`config.mk`:
```
export PLATFORM = sky130hd
export DESIGN_NAME = multu8_sched
export DESIGN_NICKNAME = d
export VERILOG_FILES = /design/src/rtl/conv_pkg.sv /design/src/rtl/multu8.sv /design/src/rtl/rr_arbiter.sv /design/src/rtl/multu8_sched.sv
export SDC_FILE = /design/constraint.sdc
export NUM_CORES = 1
export LEC_CHECK = 0
export BUFFER_PORTS_ARGS = -buffer_cell sky130_fd_sc_hd__buf_2
export CAP_MARGIN = 20
export CELL_PAD_IN_SITES_DETAIL_PLACEMENT = 2
export CELL_PAD_IN_SITES_GLOBAL_PLACEMENT = 2
export CORE_UTILIZATION = 33
export DETAILED_ROUTE_END_ITERATION = 6
export PLACE_DENSITY = 0.81
export SLEW_MARGIN = 20
export SYNTH_ARGS = -nofsm -noshare
export SYNTH_HDL_FRONTEND = slang
export SYNTH_HIERARCHICAL = 1
export SYNTH_SLANG_ARGS = --single-unit
```
`constraint.sdc`:
```
create_clock -name clk -period 4.7 [get_ports clk]
set_input_delay 0.47 -clock clk [delete_from_list [all_inputs] [get_ports clk]]
set_output_delay 0.47 -clock clk [all_outputs]
set_load 0.02 [all_outputs]
```
`src/rtl/conv_pkg.sv`:
```
// Shared constants and types for the convolution datapath blocks.
// Holds the multiplier operand width, default requester count and counter width.
package conv_pkg;
    localparam int DW        = 8;
    localparam int N_REQ_DEF = 4;
    localparam int CNT_W     = 16;

    typedef logic [$clog2(N_REQ_DEF)-1:0] req_id_t;
endpackage

```
`src/rtl/multu8.sv`:
```
// Unsigned 8x8 multiplier keeping the low 8 bits of the product.
// Purely combinational; no flow control.
module multu8 (
    input  logic [7:0] i_a,
    input  logic [7:0] i_b,
    output logic [7:0] o_p
);
    assign o_p = i_a * i_b;
endmodule

```
`src/rtl/rr_arbiter.sv`:
```
// Round-robin arbiter: one-hot grant to the first requester after `last`.
// Combinational, zero latency; grants nothing while en is low.
module rr_arbiter #(
    parameter int N_REQ = 4,
    parameter int IDW   = $clog2(N_REQ)
) (
    input  logic [N_REQ-1:0] req,
    input  logic [IDW-1:0]   last,
    input  logic             en,
    output logic [N_REQ-1:0] gnt,
    output logic [IDW-1:0]   gnt_idx
);
    logic [IDW-1:0] w_cand [N_REQ];
    logic           w_found;

    // w_cand[k] is the requester at priority rank k (last+1 is rank 0).
    for (genvar k = 0; k < N_REQ; k++) begin : g_cand
        assign w_cand[k] = IDW'((int'(last) + k + 1) % N_REQ);
    end

    always_comb begin
        gnt     = '0;
        gnt_idx = '0;
        w_found = 1'b0;
        for (int k = 0; k < N_REQ; k++) begin
            if (en && !w_found && req[w_cand[k]]) begin
                gnt[w_cand[k]] = 1'b1;
                gnt_idx        = w_cand[k];
                w_found        = 1'b1;
            end
        end
    end
endmodule

```
`src/rtl/multu8_sched.sv`:
```
// Round-robin time-sharing of one multu8 among N_REQ requesters; 2-cycle latency, 1 op/cycle.
// No response backpressure: rsp_valid pulses must be consumed every cycle.
module multu8_sched #(
    parameter int N_REQ = conv_pkg::N_REQ_DEF,
    parameter int DW    = conv_pkg::DW,
    parameter int IDW   = $clog2(N_REQ)
) (
    input  logic                       clk,
    input  logic                       rst_n,
    input  logic                       en,
    input  logic [N_REQ-1:0]           req,
    input  logic [N_REQ*DW-1:0]        a_in,
    input  logic [N_REQ*DW-1:0]        b_in,
    output logic [N_REQ-1:0]           gnt,
    output logic                       rsp_valid,
    output logic [IDW-1:0]             rsp_id,
    output logic [DW-1:0]              rsp_data,
    output logic [conv_pkg::CNT_W-1:0] op_count
);
    import conv_pkg::*;

    logic [DW-1:0]    w_a [N_REQ];
    logic [DW-1:0]    w_b [N_REQ];
    logic [N_REQ-1:0] w_gnt;
    logic [IDW-1:0]   w_gnt_idx;
    logic             w_xfer;
    logic [DW-1:0]    w_prod;

    logic [IDW-1:0]   r_last;
    logic             r_s1_vld;
    logic [IDW-1:0]   r_s1_id;
    logic [DW-1:0]    r_a;
    logic [DW-1:0]    r_b;
    logic             r_rsp_vld;
    logic [IDW-1:0]   r_rsp_id;
    logic [DW-1:0]    r_rsp_data;
    logic [CNT_W-1:0] r_cnt;

    for (genvar i = 0; i < N_REQ; i++) begin : g_unpack
        assign w_a[i] = a_in[i*DW +: DW];
        assign w_b[i] = b_in[i*DW +: DW];
    end

    // Reset also masks grants so nothing looks granted while rst_n is low.
    rr_arbiter #(
        .N_REQ (N_REQ),
        .IDW   (IDW)
    ) u_arb (
        .req     (req),
        .last    (r_last),
        .en      (en & rst_n),
        .gnt     (w_gnt),
        .gnt_idx (w_gnt_idx)
    );

    assign w_xfer = |w_gnt;

    multu8 u_mul (
        .i_a (r_a),
        .i_b (r_b),
        .o_p (w_prod)
    );

    always_ff @(posedge clk or negedge rst_n) begin
        if (!rst_n) begin
            r_last     <= IDW'(N_REQ - 1);
            r_s1_vld   <= 1'b0;
            r_s1_id    <= '0;
            r_a        <= '0;
            r_b        <= '0;
            r_rsp_vld  <= 1'b0;
            r_rsp_id   <= '0;
            r_rsp_data <= '0;
            r_cnt      <= '0;
        end else begin
            r_s1_vld  <= w_xfer;
            r_rsp_vld <= r_s1_vld;
            if (w_xfer) begin
                r_last  <= w_gnt_idx;
                r_s1_id <= w_gnt_idx;
                r_a     <= w_a[w_gnt_idx];
                r_b     <= w_b[w_gnt_idx];
            end
            // Response fields only move on a valid op so rsp_data holds between pulses.
            if (r_s1_vld) begin
                r_rsp_id   <= r_s1_id;
                r_rsp_data <= w_prod;
                r_cnt      <= r_cnt + CNT_W'(1);
            end
        end
    end

    assign gnt       = w_gnt;
    assign rsp_valid = r_rsp_vld;
    assign rsp_id    = r_rsp_id;
    assign rsp_data  = r_rsp_data;
    assign op_count  = r_cnt;
endmodule

```
* Yosys cells after proc, flatten, opt, wreduce, memory -nomap -nowiden
Index checks and enable logic that the tools add are counted.
Word-level totals: output and inout bits 31, register bits after elaboration 48, input bits 71, logic and storage cells 79
Cells by class: mux-type cells 33, $mul 1, bitwise logic cells 5, $add $sub $neg 7, $lt $le $gt $ge 9, reductions and logical operators 15
Operators by type and width (number):
- binary-select mux 8 bit (select 2 bit) | 2
- two-way mux 8 bit | 4
- adder 16 x 1 -> 16 bit (second input constant) | 1
- two-way mux 4 bit | 4
- < comparator 2 x 3 -> 1 bit (second input constant) | 4
- OR 4 bit | 3
- logical AND 1 bit | 11
- two-way mux 1 bit | 11
- adder 2 bit (second input constant) | 5
- binary-select mux 1 bit (select 2 bit) | 4
- demux 1 bit (select 2 bit) | 4
- greater-or-equal comparator 2 x 1 -> 1 bit (second input constant) | 4
- multiplier 8 x 8 -> 8 bit | 1
- two-way mux 2 bit | 4
- OR reduction 4 bit | 1
- greater-or-equal comparator 3 bit (second input constant) | 1
- logical NOT 1 bit | 3
- inverter 2 -> 3 bit | 1
- adder 2 x 1 -> 2 bit (second input constant) | 1
- bitwise AND 1 bit | 1

* Depth between registers and ports, before layout
word-level depth 21, mapped depth 15, gate-level depth less buffers 15

* By module
The synthesis kept the hierarchy.
By module, submodules not included:
- multu8_sched | cells each 185, area an instance 2323.5 um^2, seq. area each 1203.7 um^2, instances 1
- multu8 | cells each 102, area an instance 885.8 um^2, seq. area each 0.0 um^2, instances 1
- rr_arbiter | cells each 52, area an instance 501.7 um^2, seq. area each 0.0 um^2, instances 1

* Worst setup path after synthesis
OpenSTA, ideal clock, no wires.
path type reg-to-reg, start point register r_a[1], end point register r_rsp_data[7], in the netlist rsp_data[7], arrival time 3.753 ns, buffers on the path 0, slack 0.822 ns, period minus slack after synthesis 3.878 ns, required time 4.575 ns, setup time 0.125 ns, stages on the path, launching flop included 13, cell sequence dfrtp_1 > and2_1 > fa_1 > inv_1 > fa_1 > fa_1 > fa_1 > inv_1 > ha_1 > a21oi_1 > xnor3_1 > xnor3_1 > mux2_2
Between the ends: cells in the longest elaborated chain, start to end 1
RTL lines:
- start, declared | line multu8_sched.sv:32 | logic [DW-1:0] r_a;
- start signal, assigned | line multu8_sched.sv:81 | r_a <= w_a[w_gnt_idx];
- multiplier 8 x 8 -> 8 bit | line multu8.sv:8 | assign o_p = i_a * i_b;
- via w_prod[7] | line multu8_sched.sv:27 | logic [DW-1:0] w_prod;
- end signal, assigned | line multu8_sched.sv:87 | r_rsp_data <= w_prod;
- end, declared | line multu8_sched.sv:36 | logic [DW-1:0] r_rsp_data;
The timed path passes the listed nets, and every way through them passes these cells. A chain may end at the register's enable or synchronous reset.

* Worst setup path after layout
start point register r_a[0], end point register r_rsp_data[7], in the netlist rsp_data[7]
Same word-level chain as after synthesis.

==> impl_metrics.toml <==
[clock_tree]
clkTransAtPathRegs_ns = 0.10
clk_latency_ns = 0.31
cts_root_buffer = "clkbuf_8"
cts_buffer_depth = 2
postCtsHoldBufs = 0
htree_levels = 2
cts_buffers = 5
cts_resized = 0
cts_sinks = 48
post-cts-setup-buffers = 0
cts_tree = "built"

[status]
outcome = "completed"

[setup_path]
cp_slowest_cell = "fa_1"
cp_top_family = "adder cells"
critPathBufInv = 3
crit_path_max_fanout = 9
start_kind = "flop"
worstPathCellList = "nand2_1 > fa_1 > inv_1 > fa_1 > ha_1 > inv_1 > fa_1 > inv_1 > ha_1 > a21o_1 > a21oi_1 > xnor3_1 > xnor3_1 > mux2_2"
end_kind = "flop"
cp.required_ns = 4.91
critPathArrivalTime_ns = 4.35
cp_slowest_stage_delay_ns = 0.53
path_class = "reg2reg"

[layout]
fill_cells = 1181
drive_gt1_share_pct = 36.36
synthToLayoutAreaGrowth_pct = 20.06
diodes = 0
final_net_count = 547

[die]
core_mm2 = 0.01089
die-area_mm2 = 0.01167
row_count = 38
die_h_um = 108.0
start_util_pct = 34.08
io_pins = 102
die_w_um = 108.0

[detailed_routing]
routedWlPerCell_um = 16.92
dr.first_iter.drc_count = 71
drc = 0
totalWireLength_um = 9816
vias = 2936
detail-route-antenna-nets = 0
drt-vias-per-instance = 5.062
drtPass1Iterations = 4

[global_route]
grtUsageTotal_pct = 18.07
use_met1_pct = 22.31
grt_use_met2_pct = 33.35
grt_start_max_net_pins = 49
grt-busiest-layer = "met2"
grt_pass1_wl_um = 16440
antenna_found_initial = 0
grt_use_met3_pct = 1.688
grt-ovfl-total = 0
grt_pass1_vias = 3347

[power]
powerDensity_mw_per_mm2 = 641.9
ir_drop_mv = 0.2622
power_mw = 2.860
p_leak_nw = 2.229

[timing]
maxSlewViolCount = 0
clock.fmax_mhz = 241.5
rsz0062_at_grt = "no"
slew-limit-headroom_pct = 54.20
setup-violations-final = 0
finalHoldViolCount = 0
hold-worst-slack_ns = 0.3696
min_period_over_period_pct = 88.12
min_period_ns = 4.142
fin_worst_skew_ns = 0.01005
tns_ns = 0
worst_pin_slew_ns = 0.6870

[logic_synthesis]
async_reset_ff_share_pct = 100.0
synth_edf_count = 0
synth.yosys.seq_area_share_pct = 32.43
syn_area_mm2 = 0.003711
synth_seq_cells = 48
yosys_warnings = 6
synthCells = 339
ys_dominant_reg_cell = "dfrtp_1"
synth_nets = 447
synth_cell_types = 46
avgSynthCellArea_um2 = 10.95

[place]
gp_congestion = 0.8635
placement.io_buffers = 101
dpl.hpwl_um = 8010

[job]
cap_violations = 0

[min_path]
min_path_type = "in2async"
[kinds of logic after synthesis]
family / after synthesis / share of synthesized area (%)
AO/OA/AOI/OAI: 23 / 5.563
buffers and inverters: 36 / 4.754
flip-flops: 48 / 32.43
AND/OR/NAND/NOR: 129 / 17.30
multiplexers: 37 / 17.26
adder cells (fa/ha/maj): 37 / 14.90
XOR/XNOR: 29 / 7.788
[report_power, final]
| group | switching [mW] | leakage [nW] | internal, mW |
|---|---|---|---|
| registers | 0.209 | 0.613 | 0.569 |
| clock network | 0.154 | 0.0548 | 0.161 |
| logic | 0.924 | 1.56 | 0.843 |
[metrics by stage]
step | cell area, um^2 | utilization, % | worst slack [ns] | cells
floorplan | 3711 | - | 0.8220 | 339
global placement | 4340 | 39.86 | 0.6944 | 572
detailed placement | 4340 | 39.86 | 0.4997 | 572
CTS | 4456 | 40.92 | 0.4665 | 580
global route | 4456 | 40.92 | 0.3010 | 580
finish | 4456 | 40.92 | 0.5585 | 580
[synth_stat cells, drive strengths merged, types with 7 or more instances]
library cell | n | share of area, %
dfrtp | 46 | 31
fa | 12 | 6.5
xor2 | 7 | 1.7
mux2 | 15 | 4.6
buf | 11 | 2.2
xnor2 | 20 | 4.9
and2 | 20 | 3.5
nand3 | 7 | 1.3
nand2 | 84 | 8.6
mux4 | 18 | 12
ha | 25 | 8.4
inv | 25 | 2.5
[layer usage]
layer  vias up  share of wire [%]  routed length, um
met5         -                  0                  0
met4         0                1.1                108
met3         5                3.0                291
met2        73                 52               5110
met1      1489                 44               4306
li1       1369                  -                  -
[layout make-up]
cell class / instances / area [um^2] / area share, %
well taps: 140 / 175.2 / 3.931
flip-flops and latches: 48 / 1204 / 27.01
repair buffers: 104 / 528.0 / 11.85
multi-input cells: 255 / 2340 / 52.51
inverters: 25 / 93.84 / 2.106
clock buffers: 5 / 68.82 / 1.545
clock inverters: 3 / 46.29 / 1.039
[worst paths after layout]
kind,startpoint,to,slack (ns),cells after the start
worst max-delay path,r_a[0],rsp_data[7],0.56,14
worst min-delay path,rst_n,rsp_valid,0.37,2
worst max register to register,r_a[0],rsp_data[7],0.56,14
worst min register to register,r_a[7],r_a[7],0.48,2
max in group asynchronous,rst_n,op_count[5],3.92,2
min in group clk,r_a[7],r_a[7],0.48,2
[worst register-to-register path, cell delays in order (launching register included)]
cell and delay (ns):
dfrtp_1 0.48, nand2_1 0.12, fa_1 0.42, inv_1 0.09, fa_1 0.41, ha_1 0.30, inv_1 0.05, fa_1 0.53
inv_1 0.05, ha_1 0.34, a21o_1 0.20, a21oi_1 0.19, xnor3_1 0.23, xnor3_1 0.37, mux2_2 0.27
[cells in the final DEF, fill, tap and decap left out, drive strengths merged, types with 4 or more instances in the layout]
master | synthesis | final
buf | 11 | 104
nand2 | 84 | 84
dfrtp | 46 | 46
inv | 25 | 26
ha | 25 | 25
xnor2 | 20 | 20
and2 | 20 | 20
mux4 | 18 | 18
mux2 | 15 | 15
fa | 12 | 12
xor2 | 7 | 7
nand3 | 7 | 7
clkbuf | 0 | 5
mux2i | 4 | 4
a32o | 4 | 4
a221o | 4 | 4
nand4 | 4 | 4
nor4 | 4 | 4
[registers in the layout (all words and copies together), names as in the netlist]
register and cells:
r_s1_vld 1, r_last 2, rsp_id 2, r_s1_id 2, rsp_valid 1, r_b 8, r_a 8, op_count 16
rsp_data 8
(Power assumes the default switching activity.)
